`src/rtl/config_register_framed_scan.sv`:
```
// Serial configuration register: static/dynamic shift chains with
// bit-count-checked commit, sticky framing error, scan mode and mux decoder.
module config_register_framed_scan #(
    parameter int                    SIZESRSTAT  = 88,
    parameter int                    SIZESRDYN   = 16,
    parameter int                    SIZEADDRMUX = 7,
    parameter int                    STG2_BITS   = 4,
    parameter int                    STG1_BITS   = 2,
    parameter logic [SIZESRSTAT-1:0] STAT_DEF    = '0,
    parameter logic [SIZESRDYN-1:0]  DYN_DEF     = 16'h4000,
    parameter int                    DWELL_CYC   = 1024
) (
    input  logic                          CLK,
    input  logic                          RST,
    input  logic                          SEL,
    input  logic                          SHIFT_EN,
    input  logic                          SDI,
    output logic                          SDO,
    input  logic                          ERR_CLR,
    input  logic                          SCAN_EN,
    output logic [SIZESRSTAT-1:0]         STATCNF,
    output logic [SIZESRDYN-1:0]          DYNCNF,
    output logic [1:0]                    CNF_UPD,
    output logic                          CNF_ERR,
    output logic [(2**SIZEADDRMUX)-1:0]   AMUXSEL,
    output logic [(2**STG2_BITS)-1:0]     STG2_EN,
    output logic [(2**STG1_BITS)-1:0]     STG1_EN,
    output logic                          ref_elec_en,
    output logic [SIZEADDRMUX-1:0]        ADDR_CUR,
    output logic                          SCAN_WRAP
);

    localparam int NADDR = 2 ** SIZEADDRMUX;
    localparam int NSTG2 = 2 ** STG2_BITS;
    localparam int NSTG1 = 2 ** STG1_BITS;
    localparam int LMAX  = ((SIZESRSTAT > SIZESRDYN) ? SIZESRSTAT : SIZESRDYN) + 1;
    localparam int CW    = $clog2(LMAX + 1);
    localparam int DW    = (DWELL_CYC > 1) ? $clog2(DWELL_CYC) : 1;

    localparam logic [CW-1:0] STAT_LEN = CW'(SIZESRSTAT);
    localparam logic [CW-1:0] DYN_LEN  = CW'(SIZESRDYN);
    localparam logic [CW-1:0] STAT_SAT = CW'(SIZESRSTAT + 1);
    localparam logic [CW-1:0] DYN_SAT  = CW'(SIZESRDYN + 1);
    localparam logic [DW-1:0] DWELL_TC = DW'(DWELL_CYC - 1);

    logic [SIZESRSTAT-1:0]  stat_sr_q, stat_sr_d;
    logic [SIZESRDYN-1:0]   dyn_sr_q, dyn_sr_d;
    logic [SIZESRSTAT-1:0]  stat_cnf_q, stat_cnf_d;
    logic [SIZESRDYN-1:0]   dyn_cnf_q, dyn_cnf_d;
    logic [CW-1:0]          cnt_q, cnt_d;
    logic                   sel_q;
    logic [1:0]             upd_q, upd_d;
    logic                   err_q, err_d;
    logic [DW-1:0]          dwell_q, dwell_d;
    logic [SIZEADDRMUX-1:0] scan_q, scan_d;
    logic                   wrap_q, wrap_d;
    logic [NADDR-1:0]       amux_q, amux_d;
    logic [NSTG2-1:0]       stg2_q, stg2_d;
    logic [NSTG1-1:0]       stg1_q, stg1_d;
    logic                   ref_q, ref_d;

    logic                   sel_edge;
    logic                   frame_ok;
    logic [CW-1:0]          cnt_sat;
    logic [SIZEADDRMUX-1:0] addr_cur;
    logic                   mux_en;

    assign sel_edge = SEL ^ sel_q;
    assign frame_ok = sel_q ? (cnt_q == DYN_LEN) : (cnt_q == STAT_LEN);
    assign cnt_sat  = SEL ? DYN_SAT : STAT_SAT;
    assign addr_cur = SCAN_EN ? scan_q : dyn_cnf_q[SIZEADDRMUX-1:0];
    assign mux_en   = dyn_cnf_q[SIZEADDRMUX];

    // Only the chain picked by the live SEL shifts, even in an edge cycle.
    always_comb begin
        stat_sr_d = stat_sr_q;
        dyn_sr_d  = dyn_sr_q;
        if (SHIFT_EN) begin
            if (SEL) begin
                dyn_sr_d = {dyn_sr_q[SIZESRDYN-2:0], SDI};
            end else begin
                stat_sr_d = {stat_sr_q[SIZESRSTAT-2:0], SDI};
            end
        end
    end

    always_comb begin
        cnt_d = cnt_q;
        if (sel_edge) begin
            cnt_d = {{(CW-1){1'b0}}, SHIFT_EN};
        end else if (SHIFT_EN && (cnt_q < cnt_sat)) begin
            cnt_d = cnt_q + 1'b1;
        end
    end

    // A new framing error takes priority over a clear in the same cycle.
    always_comb begin
        stat_cnf_d = stat_cnf_q;
        dyn_cnf_d  = dyn_cnf_q;
        upd_d      = 2'b00;
        err_d      = err_q & ~ERR_CLR;
        if (sel_edge) begin
            if (!frame_ok) begin
                err_d = 1'b1;
            end else if (sel_q) begin
                dyn_cnf_d = dyn_sr_q;
                upd_d[1]  = 1'b1;
            end else begin
                stat_cnf_d = stat_sr_q;
                upd_d[0]   = 1'b1;
            end
        end
    end

    always_comb begin
        dwell_d = '0;
        scan_d  = '0;
        wrap_d  = 1'b0;
        if (SCAN_EN) begin
            dwell_d = dwell_q + 1'b1;
            scan_d  = scan_q;
            if (dwell_q == DWELL_TC) begin
                dwell_d = '0;
                scan_d  = scan_q + 1'b1;
                wrap_d  = &scan_q;
            end
        end
    end

    always_comb begin
        amux_d = {{(NADDR-1){1'b0}}, mux_en} << addr_cur;
        stg2_d = {{(NSTG2-1){1'b0}}, mux_en}
                 << addr_cur[SIZEADDRMUX-1 -: STG2_BITS];
        stg1_d = {{(NSTG1-1){1'b0}}, mux_en}
                 << addr_cur[SIZEADDRMUX-1 -: STG1_BITS];
        ref_d  = ~mux_en & (|addr_cur);
    end

    always_ff @(posedge CLK) begin
        if (RST) begin
            stat_sr_q  <= STAT_DEF;
            dyn_sr_q   <= DYN_DEF;
            stat_cnf_q <= STAT_DEF;
            dyn_cnf_q  <= DYN_DEF;
            cnt_q      <= '0;
            sel_q      <= SEL;
            upd_q      <= 2'b00;
            err_q      <= 1'b0;
            dwell_q    <= '0;
            scan_q     <= '0;
            wrap_q     <= 1'b0;
            amux_q     <= '0;
            stg2_q     <= '0;
            stg1_q     <= '0;
            ref_q      <= 1'b0;
        end else begin
            stat_sr_q  <= stat_sr_d;
            dyn_sr_q   <= dyn_sr_d;
            stat_cnf_q <= stat_cnf_d;
            dyn_cnf_q  <= dyn_cnf_d;
            cnt_q      <= cnt_d;
            sel_q      <= SEL;
            upd_q      <= upd_d;
            err_q      <= err_d;
            dwell_q    <= dwell_d;
            scan_q     <= scan_d;
            wrap_q     <= wrap_d;
            amux_q     <= amux_d;
            stg2_q     <= stg2_d;
            stg1_q     <= stg1_d;
            ref_q      <= ref_d;
        end
    end

    assign SDO         = SEL ? dyn_sr_q[SIZESRDYN-1] : stat_sr_q[SIZESRSTAT-1];
    assign STATCNF     = stat_cnf_q;
    assign DYNCNF      = dyn_cnf_q;
    assign CNF_UPD     = upd_q;
    assign CNF_ERR     = err_q;
    assign AMUXSEL     = amux_q;
    assign STG2_EN     = stg2_q;
    assign STG1_EN     = stg1_q;
    assign ref_elec_en = ref_q;
    assign ADDR_CUR    = addr_cur;
    assign SCAN_WRAP   = wrap_q;

endmodule

```
`config.mk`:
```
export PLATFORM = sky130hd
export DESIGN_NAME = config_register_framed_scan
export DESIGN_NICKNAME = d
export VERILOG_FILES = /design/src/rtl/config_register_framed_scan.sv
export SDC_FILE = /design/constraint.sdc
export NUM_CORES = 1
export LEC_CHECK = 0
export ABC_CLOCK_PERIOD_IN_PS = 3500
export BUFFER_PORTS_ARGS = -buffer_cell sky130_fd_sc_hd__buf_4
export CORE_MARGIN = 10
export CORE_UTILIZATION = 58
export CTS_CLUSTER_SIZE = 28
export DETAILED_ROUTE_END_ITERATION = 10
export PLACE_DENSITY_LB_ADDON = 0.08
export REMOVE_ABC_BUFFERS = 1
export SYNTH_ARGS = -nofsm -noshare
export SYNTH_HDL_FRONTEND = slang
export SYNTH_SLANG_ARGS = --single-unit
```
`constraint.sdc`:
```
create_clock -name CLK -period 3.5 [get_ports CLK]
set_input_delay 0.525 -clock CLK [delete_from_list [all_inputs] [get_ports CLK]]
set_output_delay 0.525 -clock CLK [all_outputs]
set_load 0.005 [all_outputs]
```
After elaboration in Yosys (flattened, before gate mapping)
Index checks and enable logic that the tools add are counted.
{ "totals": {"regBits": 386, "latch_bits": 0, "mem_bits_rw": 0, "romBits": 0, "in_bits": 7, "out_inout_bits": 265, "elab_cells": 60, "mem_count": 0} }
{ "classes": {"add_sub_neg": 3, "n_mul": 0, "div_mod_pow": 0, "n_lt_le_gt_ge": 1, "eq_ne": 3, "n_shift": 3, "muxes": 10, "bitwise_logic": 11, "n_reduce_logical": 13} }
{ "op_table": {"columns": ["operator", "n"], "rows": [
  ["$shl 1x7->128", 1],
  ["$shl 1x4->16", 1],
  ["$add 7x1->7 const B", 2],
  ["$mux 7", 2],
  ["$add 10x1->10 const B", 1],
  ["$eq 10x10->1 const B", 1],
  ["$reduce_or 3->1", 3],
  ["$mux 1", 8],
  ["$not 1->1", 8],
  ["$eq 7x5->1 const B", 1],
  ["$eq 7x7->1 const B", 1],
  ["$lt 7x7->1", 1],
  ["$reduce_and 7->1", 1],
  ["$reduce_or 7->1", 1],
  ["$reduce_and 3->1", 2],
  ["$reduce_and 2->1", 2],
  ["$reduce_or 2->1", 2],
  ["$shl 1x2->4", 1],
  ["$and 1x1->1", 2],
  ["$reduce_bool 2->1", 1],
  ["$logic_and 1x1->1", 1],
  ["$xor 1x1->1", 1]
]} }

Logic depth before layout (Yosys ltp)
Gate-level depths: netlist of the first run.
{ "logic_depth": {"ltp_word": 5, "mapped_depth": 9, "depth_no_buf": 6} }

Worst setup path after synthesis of the first run
Ideal clock, no wire load.
{ "synth_path": {"path_kind": "input -> output", "start": "input port SCAN_EN", "end": "output port ADDR_CUR[1]", "arrival_time_ps": 1351, "required_ps": 2975, "setup_slack_ps": 1624, "path_stages": 4, "n_path_buf": 3, "cell_sequence": "buf_2 buf_4 buf_4 mux2_2"} }
{ "synth_between": {"elab_chain_len": 1} }
{ "synth_rtl": {"columns": ["item", "line_no", "text"], "rows": [
  ["start: declaration", "20", "input logic SCAN_EN,"],
  ["$mux 7", "71", "assign addr_cur = SCAN_EN ? scan_q : dyn_cnf_q[SIZEADDRMUX-1:0];"],
  ["end: declaration", "29", "output logic [SIZEADDRMUX-1:0] ADDR_CUR,"]
]} }
No other way between the ends.

Final worst setup path of the first run
{ "layout_path": {"start": "input port SCAN_EN", "end": "output port ADDR_CUR[4]"} }
The elaborated chain is that of the path after synthesis.

==> results of run 1 <==
==> power by group through the flow <==
| stage | clock (W) | combinational (W) | sequential [W] |
|---|---|---|---|
| final | 0.00406 | 0.000150 | 0.00441 |
| after global routing | 0.00429 | 0.000166 | 0.00441 |
| after CTS | 0.00410 | 0.000150 | 0.00441 |
| after detailed placement | 0 | 0.000150 | 0.00451 |
| after global placement | 0 | 0.000148 | 0.00451 |
| after floorplan | 0 | 0.0000613 | 0.00450 |
==> registers in the layout, indices dropped and copies added, names as in the netlist, 4 cells and up <==
| name | cells |
|---|---|
| AMUXSEL | 128 |
| STATCNF | 88 |
| stat_sr_q | 88 |
| DYNCNF | 16 |
| STG2_EN | 16 |
| dyn_sr_q | 16 |
| dwell_q | 10 |
| cnt_q | 7 |
| scan_q | 7 |
| STG1_EN | 4 |
==> cells by family after synthesis <==
logic type               Yosys count  synth area share (%)
adder cells (fa/ha/maj)            8                0.7879
multiplexers                      25                 2.039
flip-flops                       386                 60.82
buffers and inverters            101                 3.585
XOR/XNOR                           9                0.6204
AND/OR/NAND/NOR                  687                 22.25
AO/OA/AOI/OAI                    237                 9.898
==> how the worst min path moves through the flow <==
stage                          start         end  slack, ns  cells after the start
after floorplan           dwell_q[0]  dwell_q[0]       0.42                      1
after global placement    dwell_q[0]  dwell_q[0]       0.43                      1
after detailed placement  dwell_q[0]  dwell_q[0]       0.44                      1
after CTS                        SEL       sel_q       0.19                      1
after global routing             SEL       sel_q       0.21                      1
final                            SEL       sel_q       0.21                      1
==> cell type report <==
class	count	area (sq um)	share of cell area, %
clock buffer	56	1152	7.178
sequential	386	7727	48.13
tap	280	350.3	2.182
inverter	14	52.55	0.3273
multi-input combinational	966	4548	28.33
timing repair buffer	278	2116	13.18
clock inverter	10	107.6	0.6703
==> layout by cell type (no fill, tap or decap), drive strengths merged, types with 5 or more instances in the layout <==
master and count:
nor2 178, nor3 8, clkbuf 56, o31ai 5, nand3 19, or4 6
a21oi 206, mux2i 21, dfxtp 386, nor4 5, nand3b 8, xor2 5
ha 8, and2 5, o21ai 11, nand2 426, inv 14, clkinv 5
buf 278, nand2b 10
==> layer usage <==
metal	wire (um)	track usage [%]
met3	2530	6.054
met1	13850	27.27
met2	16360	38.01
met5	0	0
met4	805	7.002
==> through the flow <==
step	area, sq um	utilization (%)
after floorplan	12300	-
after global routing	16050	74.02
after global placement	14790	68.21
after detailed placement	14790	68.21
after CTS	16050	74.02
final	16050	74.02
==> summary.md, run 1 <==
| Metric | Value |
|---|---|
| Core Region | `21690 sq um` |
| First-pass GRT wire length | `53.04 mm` |
| CTS clk-pin slew, worst paths | `0.06 ns` |
| Yosys top cell by area | `dfxtp_1` |
| Layout cell share with drive strength beyond 1 | `20.94%` |
| Cell family with most CP delay | `buffers and inverters` |
| DRT iter0 DRCs | `842` |
| Synthesis Warnings | `0` |
| Sw Pwr | `0.001754 W` |
| Die outline height | `168 um` |
| RSZ-0062 raised after global routing | `no` |
| Syn Std Cell Area | `12700 sq um` |
| Max-cap viol count | `0` |
| CP Cell Sequence | `buf_4 -> mux2i_1 -> inv_1 -> buf_4` |
| Vias in the first global route | `9950` |
| EDFF count, synth | `0` |
| Sw frac | `20.35%` |
| Synthesized area per cell | `8.744 sq um` |
| Comb pwr share | `1.7%` |
| Leak | `6.302 nW` |
| CP Max Fanout | `35` |
| CP startpoint | `SCAN_EN` |
| WP depth | `4` |
| Register share of total power | `51.2%` |
| Post-synthesis sequential area ratio | `60.82%` |
| Initial antenna violation count | `0` |
| Buffer count from post-CTS setup fixing | `0` |
| Flops & latches, synth | `386` |
| Placed cell count | `1924` |
| Nets | `1699` |
| CTS tree | `done` |
| Worst path bufs/invs | `3` |
| Overall Power | `0.008617 W` |
| Overall routing resource usage | `22.46%` |
| Worst-margin pin slew | `1.059 ns` |
| Slowest CP cell | `mux2i_1` |
| TritonRoute pass-1 iters | `5` |
| Max IR drop VDD | `392.3 uV` |
| Starting Density | `58.58%` |
| Run status | `finished, final reports clean` |
| Crit path required time | `2.97 ns` |
| Post-route antenna net violation count | `0` |
| Non-filler cells, final | `1990` |
| Final Critical Period | `2.296 ns` |
| Hold_buf cts | `0` |
| Placer Congestion | `0.8278` |
| Asr flop ratio synth | `0%` |
| Filler cell count | `1667` |
| Worst-Skew Late Latency | `0.52 ns` |
| Routed via count | `10.41k` |
| CTS Buf Count | `38` |
| CP most frequent cell | `buf_4` |
| Dpl ws | `1.253 ns` |
| Most frequent cell after synthesis | `nand2_1` |
| Post-CTS Resized | `0` |
| GRT Residual Overflow | `0` |
| R2r endpoint | `STATCNF[36]` |
| Total negative slack | `0 ns` |
| Reg-to-reg slack, setup | `1.26 ns` |
| Arr. time, crit path | `1.77 ns` |
| R2R depth | `7` |
| Ant. Diodes | `0` |
| Fmax | `0.4356 GHz` |
| # setup viols final | `0` |
| Worst R2R Start | `cnt_q[0]` |
| Unique masters post-synth | `52` |
| Slew HR | `29.41%` |
| Setup Skew | `0.01155 ns` |
| # IOs | `272` |
| Clock sinks | `386` |
| Clock power share | `47.1%` |
| # port buffers | `271` |
| Fin Hold WS | `0.2121 ns` |
| Maximum clock path buffer count | `3` |
| PnR worst setup slack | `1.204 ns` |
| Post-route DRC | `0` |
| Post-DP HPWL | `21.99 mm` |
| H-tree levels | `2` |
| Mapped Cells | `1453` |
| Layout Area Growth over Synthesis | `26.36%` |
| P_int | `0.006863 W` |
| Crit. End Element | `output pin` |
| Pin count of the biggest net entering global routing | `141` |
| Top-area cell type share of the netlist area | `60.82%` |
| Synth top cells by count | `nand2_1 (423), dfxtp_1 (386), a21oi_1 (203)` |
| Die area | `28220 sq um` |
| Root Driver | `clkbuf_16` |
| Critical path class | `in2out` |
| Period utilization | `65.59%` |
| Hold/Removal Path Class | `in2reg` |
| Row cnt | `54` |
| Via density per instance | `5.230` |
| Ranking of synthesized cells by area | `dfxtp_1 (61%), nand2_1 (12%), a21oi_1 (8.0%), nor2_1 (5.3%), mux2i_1 (1.6%)` |
| CP Launch Type | `input port` |
| CP peak stage delay | `0.61 ns` |
| Synth Flop Type | `dfxtp_1` |
| Final Hold Fails | `0` |
| Final WL | `33.55 mm` |
| Final Max Tran Viols | `0` |
| Cell area power density | `536.7 nW/um^2` |
| Wire length per cell | `16.86 um` |
| Horiz. Die Dim | `168 um` |
| Worst setup path end | `ADDR_CUR[4]` |
Note: power is estimated with default switching activity, not from simulation.
==> run 2: changes to the inputs <==
--- a/config.mk
+++ b/config.mk
@@ -5,10 +5,10 @@
 export SDC_FILE = /design/constraint.sdc
 export NUM_CORES = 1
 export LEC_CHECK = 0
-export ABC_CLOCK_PERIOD_IN_PS = 3500
+export ABC_CLOCK_PERIOD_IN_PS = 2000
 export BUFFER_PORTS_ARGS = -buffer_cell sky130_fd_sc_hd__buf_4
 export CORE_MARGIN = 10
-export CORE_UTILIZATION = 58
+export CORE_UTILIZATION = 48
 export CTS_CLUSTER_SIZE = 28
 export DETAILED_ROUTE_END_ITERATION = 10
 export PLACE_DENSITY_LB_ADDON = 0.08
==> constraint.sdc (replaced) <==
create_clock -name CLK -period 2 [get_ports CLK]
set_input_delay 0.3 -clock CLK [delete_from_list [all_inputs] [get_ports CLK]]
set_output_delay 0.3 -clock CLK [all_outputs]
set_load 0.005 [all_outputs]
==> summary.md, run 2 (synthesis gave the netlist of run 1 again) <==
| Metric | Value |
|---|---|
| Setup Skew | `0.01101 ns (was 0.01155 ns)` |
| Hold/Removal Path Class | `in2reg (unchanged)` |
| Starting Density | `48.75% (was 58.58%)` |
| Dpl ws | `0.09279 ns (was 1.253 ns)` |
| Maximum clock path buffer count | `3 (unchanged)` |
| Most frequent cells in the layout | `nand2_1 (422), dfxtp_1 (386), buf_4 (292) (was nand2_1 (422), dfxtp_1 (386), buf_4 (275))` |
| Most common cell after layout, fill and taps aside | `nand2_1 (unchanged)` |
| Max reg flops | `128 (unchanged)` |
| First-pass GRT wire length | `54.27 mm (was 53.04 mm)` |
| Worst R2R Start | `cnt_q[0] (unchanged)` |
| Initial antenna violation count | `0 (unchanged)` |
| Post-route DRC | `0 (unchanged)` |
| Crit path required time | `1.70 ns (was 2.97 ns)` |
| Die area | `33380 sq um (was 28220 sq um)` |
| Fmax | `0.5218 GHz` |
| Horiz. Die Dim | `182.7 um (was 168 um)` |
| Crit. End Element | `output pin (unchanged)` |
| R2R depth | `7 (unchanged)` |
| Layout cell share with drive strength beyond 1 | `22.68% (was 20.94%)` |
| Leak | `6.547 nW (was 6.302 nW)` |
| CTS clk-pin slew, worst paths | `0.06 ns (about the same)` |
| Root Driver | `clkbuf_16 (unchanged)` |
| Row cnt | `59 (was 54)` |
| Layout Area Growth over Synthesis | `30.65% (was 26.36%)` |
| Nets | `1727 (was 1699)` |
| Wire length per cell | `16.49 um (was 16.86 um)` |
| Reg-to-reg slack, setup | `0.25 ns (was 1.26 ns)` |
| Core Region | `26060 sq um (was 21690 sq um)` |
| Critical path class | `reg2out (was in2out)` |
| Min-delay src | `SDI (was SEL)` |
| Placer Congestion | `0.7900 (was 0.8278)` |
| Worst-margin pin slew | `0.5970 ns (was 1.059 ns)` |
| # setup viols final | `0 (unchanged)` |
| Hold Path End | `stat_sr_q[0] (was sel_q)` |
| Max-cap viol count | `0 (unchanged)` |
| Total negative slack | `0 ns (unchanged)` |
| Vias in the first global route | `10.21k (was 9950)` |
| Die outline height | `182.7 um (was 168 um)` |
| CTS tree | `done (unchanged)` |
| PnR worst setup slack | `0.08347 ns (was 1.204 ns)` |
| Routed via count | `10.50k (was 10.41k)` |
| Final Max Tran Viols | `0 (unchanged)` |
| Overall Power | `0.01589 W (was 0.008617 W)` |
| Final Hold Fails | `0 (unchanged)` |
| Worst-Skew Late Latency | `0.52 ns (about the same)` |
| Period utilization | `95.83%` |
| Final Critical Period | `1.917 ns` |
| Run status | `finished, final reports clean (unchanged)` |
| DRT iter0 DRCs | `642 (was 842)` |
| Overall routing resource usage | `19.50% (was 22.46%)` |
| R2r endpoint | `STATCNF[64] (was STATCNF[36])` |
| CP Launch Type | `flip-flop (was input port)` |
| Via density per instance | `5.057 (was 5.230)` |
| RSZ-0062 raised after global routing | `no (unchanged)` |
| Final WL | `34.25 mm (was 33.55 mm)` |
| Max IR drop VDD | `795.2 uV (was 392.3 uV)` |
| GRT Residual Overflow | `0 (unchanged)` |
| Pin count of the biggest net entering global routing | `89 (was 141)` |
| Ant. Diodes | `0 (unchanged)` |
| Placed cell count | `2004 (was 1924)` |
| CP startpoint | `scan_q[5] (was SCAN_EN)` |
| # IOs | `272 (unchanged)` |
| CTS Buf Count | `40 (was 38)` |
| Slew HR | `60.20% (was 29.41%)` |
| TritonRoute pass-1 iters | `5 (unchanged)` |
| Non-filler cells, final | `2077 (was 1990)` |
| Arr. time, crit path | `1.62 ns (was 1.77 ns)` |
| Cell area power density | `957.6 nW/um^2 (was 536.7 nW/um^2)` |
| Post-DP HPWL | `23.60 mm (was 21.99 mm)` |
| H-tree levels | `2 (unchanged)` |
| Clock sinks | `386 (unchanged)` |
| Post-route antenna net violation count | `0 (unchanged)` |
| CP Max Fanout | `11 (was 35)` |
| # port buffers | `271 (unchanged)` |
| Hold depth | `3 (was 1)` |
run 2: changes by cell type in the layout (fill, tap and decap cells not counted), sizes merged:
cell,previous run,this run
clkinv,5,8
buf,278,303
inv,14,16
dlygate4sd3,0,1
bufinv,2,7
clkbuf,56,50
clkinvlp,3,5
run 2: worst max-delay path: stages, from the launching register on:
cell,delay (ns)
dfxtp_1,0.42
mux2i_1,0.38
inv_1,0.14
buf_4,0.17
run 2: final cells by class:
class                           instances  area, sq um
Fill cell                            2241         9460
Clock buffer                           50         1120
Multi-Input combinational cell        966         4557
Clock inverter                         22        309.0
Timing Repair Buffer                  304         2414
Tap cell                              335        419.2
Sequential cell                       386         7727
Inverter                               14        52.55
run 2: power breakdown:
part | leakage [nW] | switching [W] | internal [W]
Clock | 0.692 | 0.00300 | 0.00489
Sequential | 3.11 | 0.0000117 | 0.00770
Combinational | 2.75 | 0.000209 | 0.0000749
Total | 6.55 | 0.00323 | 0.0127
run 2: routing by layer:
layer | part of all wire (%) | GRT usage [%] | up-vias
met5 | 0 | 0 | -
met4 | 2.3 | 5.434 | 0
met3 | 7.2 | 4.847 | 61
met2 | 48 | 33.34 | 336
met1 | 43 | 23.81 | 4881
li1 | - | - | 5226
run 2: metrics by stage:
step           hold slack, ns  area [sq um]  util (%)
2_1_floorplan          0.3277         12300         -
3_3_place_gp           0.4339         15160     58.16
3_5_place_dp           0.4399         15160     58.16
4_1_cts               0.03141         16590     63.68
5_1_grt               0.05148         16600     63.70
6_report              0.05246         16600     63.70
run 2: worst max-delay path by stage:
stage	cells after the start	to	slack, ns
final	3	ADDR_CUR[5]	0.08
after global routing	3	ADDR_CUR[5]	0.03
after CTS	7	cnt_q[5]	0.06
after detailed placement	6	cnt_q[5]	0.09
after global placement	6	cnt_q[5]	0.13
after floorplan	3	stat_sr_q[0]	-1.50
run 2: what timing repair did:
item / CTS / global route
resized for setup: 0 / 1
buffers inserted: 0 / 0
hold buffers: 1 / 0
endpoints found under the hold margin: 1 / 0
endpoints found under the setup margin: 0 / 3
==> run 3: changes to the inputs <==
--- a/config.mk
+++ b/config.mk
@@ -11,7 +11,7 @@
 export CORE_UTILIZATION = 48
 export CTS_CLUSTER_SIZE = 28
 export DETAILED_ROUTE_END_ITERATION = 10
-export PLACE_DENSITY_LB_ADDON = 0.08
+export PLACE_DENSITY = 0.74
 export REMOVE_ABC_BUFFERS = 1
 export SYNTH_ARGS = -nofsm -noshare
 export SYNTH_HDL_FRONTEND = slang
==> summary.md, run 3 (synthesis gave the netlist of run 1 again) <==
| Metric | Value |
|---|---|
| Run status | `finished, final reports clean (unchanged)` |
| Row cnt | `59 (unchanged)` |
| H-tree levels | `2 (unchanged)` |
| PnR worst setup slack | `0.1045 ns (was 0.08347 ns)` |
| Max IR drop VDD | `848.3 uV (was 795.2 uV)` |
| Post-layout util | `62.98% (was 63.70%)` |
| Die area | `33380 sq um (unchanged)` |
| Cell area power density | `935.0 nW/um^2 (was 957.6 nW/um^2)` |
| Final Hold Fails | `0 (unchanged)` |
| Period utilization | `94.78% (was 95.83%)` |
| DRT iter0 DRCs | `790 (was 642)` |
| Max-cap viol count | `0 (unchanged)` |
| Die outline height | `182.7 um (unchanged)` |
| Post-Route M1 WL | `14.59 mm (was 14.60 mm)` |
| Leak | `6.458 nW (was 6.547 nW)` |
| Multi-input combinational cell area | `4556 sq um (was 4557 sq um)` |
| # IOs | `272 (unchanged)` |
| Post-route DRC | `0 (unchanged)` |
| Met2 wire length | `15.89 mm (was 16.40 mm)` |
| Metal3 WL | `3.061 mm (was 2.458 mm)` |
| CP Launch Type | `input port (was flip-flop)` |
| Vias in the first global route | `10.28k (was 10.21k)` |
| Final Critical Period | `1.896 ns (was 1.917 ns)` |
| CTS tree | `done (unchanged)` |
| # port buffers | `271 (unchanged)` |
| Most frequent cells in the layout | `nand2_1 (422), dfxtp_1 (386), buf_4 (290) (was nand2_1 (422), dfxtp_1 (386), buf_4 (292))` |
| Fmax | `0.5276 GHz (was 0.5218 GHz)` |
| Horiz. Die Dim | `182.7 um (unchanged)` |
| Slowest CP cell | `or4_1 (was dfxtp_1)` |
| Seq. cell area | `7727 sq um (unchanged)` |
| Post-DP HPWL | `23.11 mm (was 23.60 mm)` |
| Filler cell count | `2147 (was 2241)` |
| Clock sinks | `386 (unchanged)` |
| Top layer in use | `met4 (unchanged)` |
| Routed via count | `10.48k (was 10.50k)` |
| TritonRoute pass-1 iters | `5 (unchanged)` |
| Max reg flops | `128 (unchanged)` |
| Hold/Removal Path Class | `in2reg (unchanged)` |
| CTS clk-pin slew, worst paths | `0.06 ns (about the same)` |
| Post-route antenna net violation count | `0 (unchanged)` |
| # setup viols final | `0 (unchanged)` |
| Overall routing resource usage | `19.31% (was 19.50%)` |
| CP Max Fanout | `11 (unchanged)` |
| Worst-Skew Late Latency | `0.53 ns (was 0.52 ns)` |
| Reg-to-reg slack, setup | `0.25 ns (about the same)` |
| Ant. Diodes | `0 (unchanged)` |
| Maximum clock path buffer count | `3 (unchanged)` |
| Worst-margin pin slew | `0.6583 ns (was 0.5970 ns)` |
| Layout cell share with drive strength beyond 1 | `22.15% (was 22.68%)` |
| CP Cell Sequence | `dlygate4sd3_1 -> buf_4 -> ha_1 -> and2_1 -> o21a_1 -> or4_1 -> a21oi_1 (was mux2i_1 -> inv_1 -> buf_4)` |
| GRT Residual Overflow | `0 (unchanged)` |
| Via density per instance | `5.064 (was 5.057)` |
| Crit path required time | `2.44 ns (was 1.70 ns)` |
| Layout Area Growth over Synthesis | `29.17% (was 30.65%)` |
| Critical path class | `in2reg (was reg2out)` |
| Root Driver | `clkbuf_16 (unchanged)` |
| Dpl ws | `0.08553 ns (was 0.09279 ns)` |
| Final Max Tran Viols | `0 (unchanged)` |
| Pin count of the biggest net entering global routing | `89 (unchanged)` |
| First-pass GRT wire length | `53.96 mm (was 54.27 mm)` |
| RSZ-0062 raised after global routing | `no (unchanged)` |
| Initial antenna violation count | `0 (unchanged)` |
| Slew HR | `56.11% (was 60.20%)` |
| Wire length per cell | `16.51 um (was 16.49 um)` |
| Nets | `1721 (was 1727)` |
| Setup Skew | `0.02139 ns (was 0.01101 ns)` |
| Starting Density | `48.75% (unchanged)` |
| Final WL | `34.17 mm (was 34.25 mm)` |
| Arr. time, crit path | `2.33 ns (was 1.62 ns)` |
| Most common cell after layout, fill and taps aside | `nand2_1 (unchanged)` |
| Placer Congestion | `0.7778 (was 0.7900)` |
| Buffer count from post-CTS setup fixing | `0 (unchanged)` |
| CP peak stage delay | `0.54 ns (was 0.42 ns)` |
| Crit. End Element | `flip-flop (was output pin)` |
| Core Region | `26060 sq um (unchanged)` |
| CTS Buf Count | `39 (was 40)` |
## run 3: changes by cell type in the layout (fill, tap and decap cells not counted), moves of 2 or more
cell	change
clkinvlp_4	-4
buf_4	-2
clkbuf_8	+4
clkbuf_1	+4
buf_12	-3
bufinv_16	-4
## run 3: report_power, final
part	internal [W]	switching (W)	leakage, nW
clock network	0.00443	0.00292	0.651
logic	0.0000735	0.000208	2.70
registers	0.00770	0.0000121	3.11
total	0.0122	0.00314	6.46
## run 3: stage by stage
step	hold slack (ns)	instances	total power (W)	setup TNS (ns)	cell area, sq um
2_1_floorplan	0.3277	1366	0.007989	-193.75	12300
3_3_place_gp	0.4334	1999	0.008159	0	15080
3_5_place_dp	0.4426	1999	0.008164	0	15080
4_1_cts	0.03712	2069	0.01547	0	16400
5_1_grt	0.07153	2069	0.01578	0	16410
6_report	0.05381	2069	0.01534	0	16410
## run 3: layer usage
layer | vias to the layer above | GRT usage [%]
li1 | 5192 | -
met1 | 4883 | 23.54
met2 | 351 | 32.18
met3 | 52 | 6.073
met4 | 0 | 5.207
met5 | - | 0
## run 3: path summary, 6_finish.rpt
kind | endpoint | depth (start not counted) | from
worst max-delay path | cnt_q[3] | 7 | SEL
worst min-delay path | CNF_ERR | 3 | ERR_CLR
worst max register to register | STATCNF[79] | 7 | cnt_q[0]
worst min register to register | dwell_q[0] | 1 | dwell_q[0]
## run 3: area by class of cell
| type | instances | area share (%) |
|---|---|---|
| clock inverter | 12 | 0.9302 |
| tap | 335 | 2.554 |
| multi-input combinational | 966 | 27.76 |
| inverter | 14 | 0.3202 |
| timing repair buffer | 299 | 14.25 |
| clock buffer | 57 | 7.098 |
| sequential | 386 | 47.09 |
## run 3: timing repair
item / in CTS / in global routing
endpoints found under the setup margin: 0 / 8
resized for setup: 0 / 2
hold endpoints to repair: 1 / 0
hold buffers: 1 / 0
## run 3: critical path: cells and delay by family
kind / cells / cell delay, ns
buffers and inverters: 2 / 0.71
AND/OR/NAND/NOR: 2 / 0.70
AO/OA/AOI/OAI: 2 / 0.43
adder cells (fa/ha/maj): 1 / 0.19
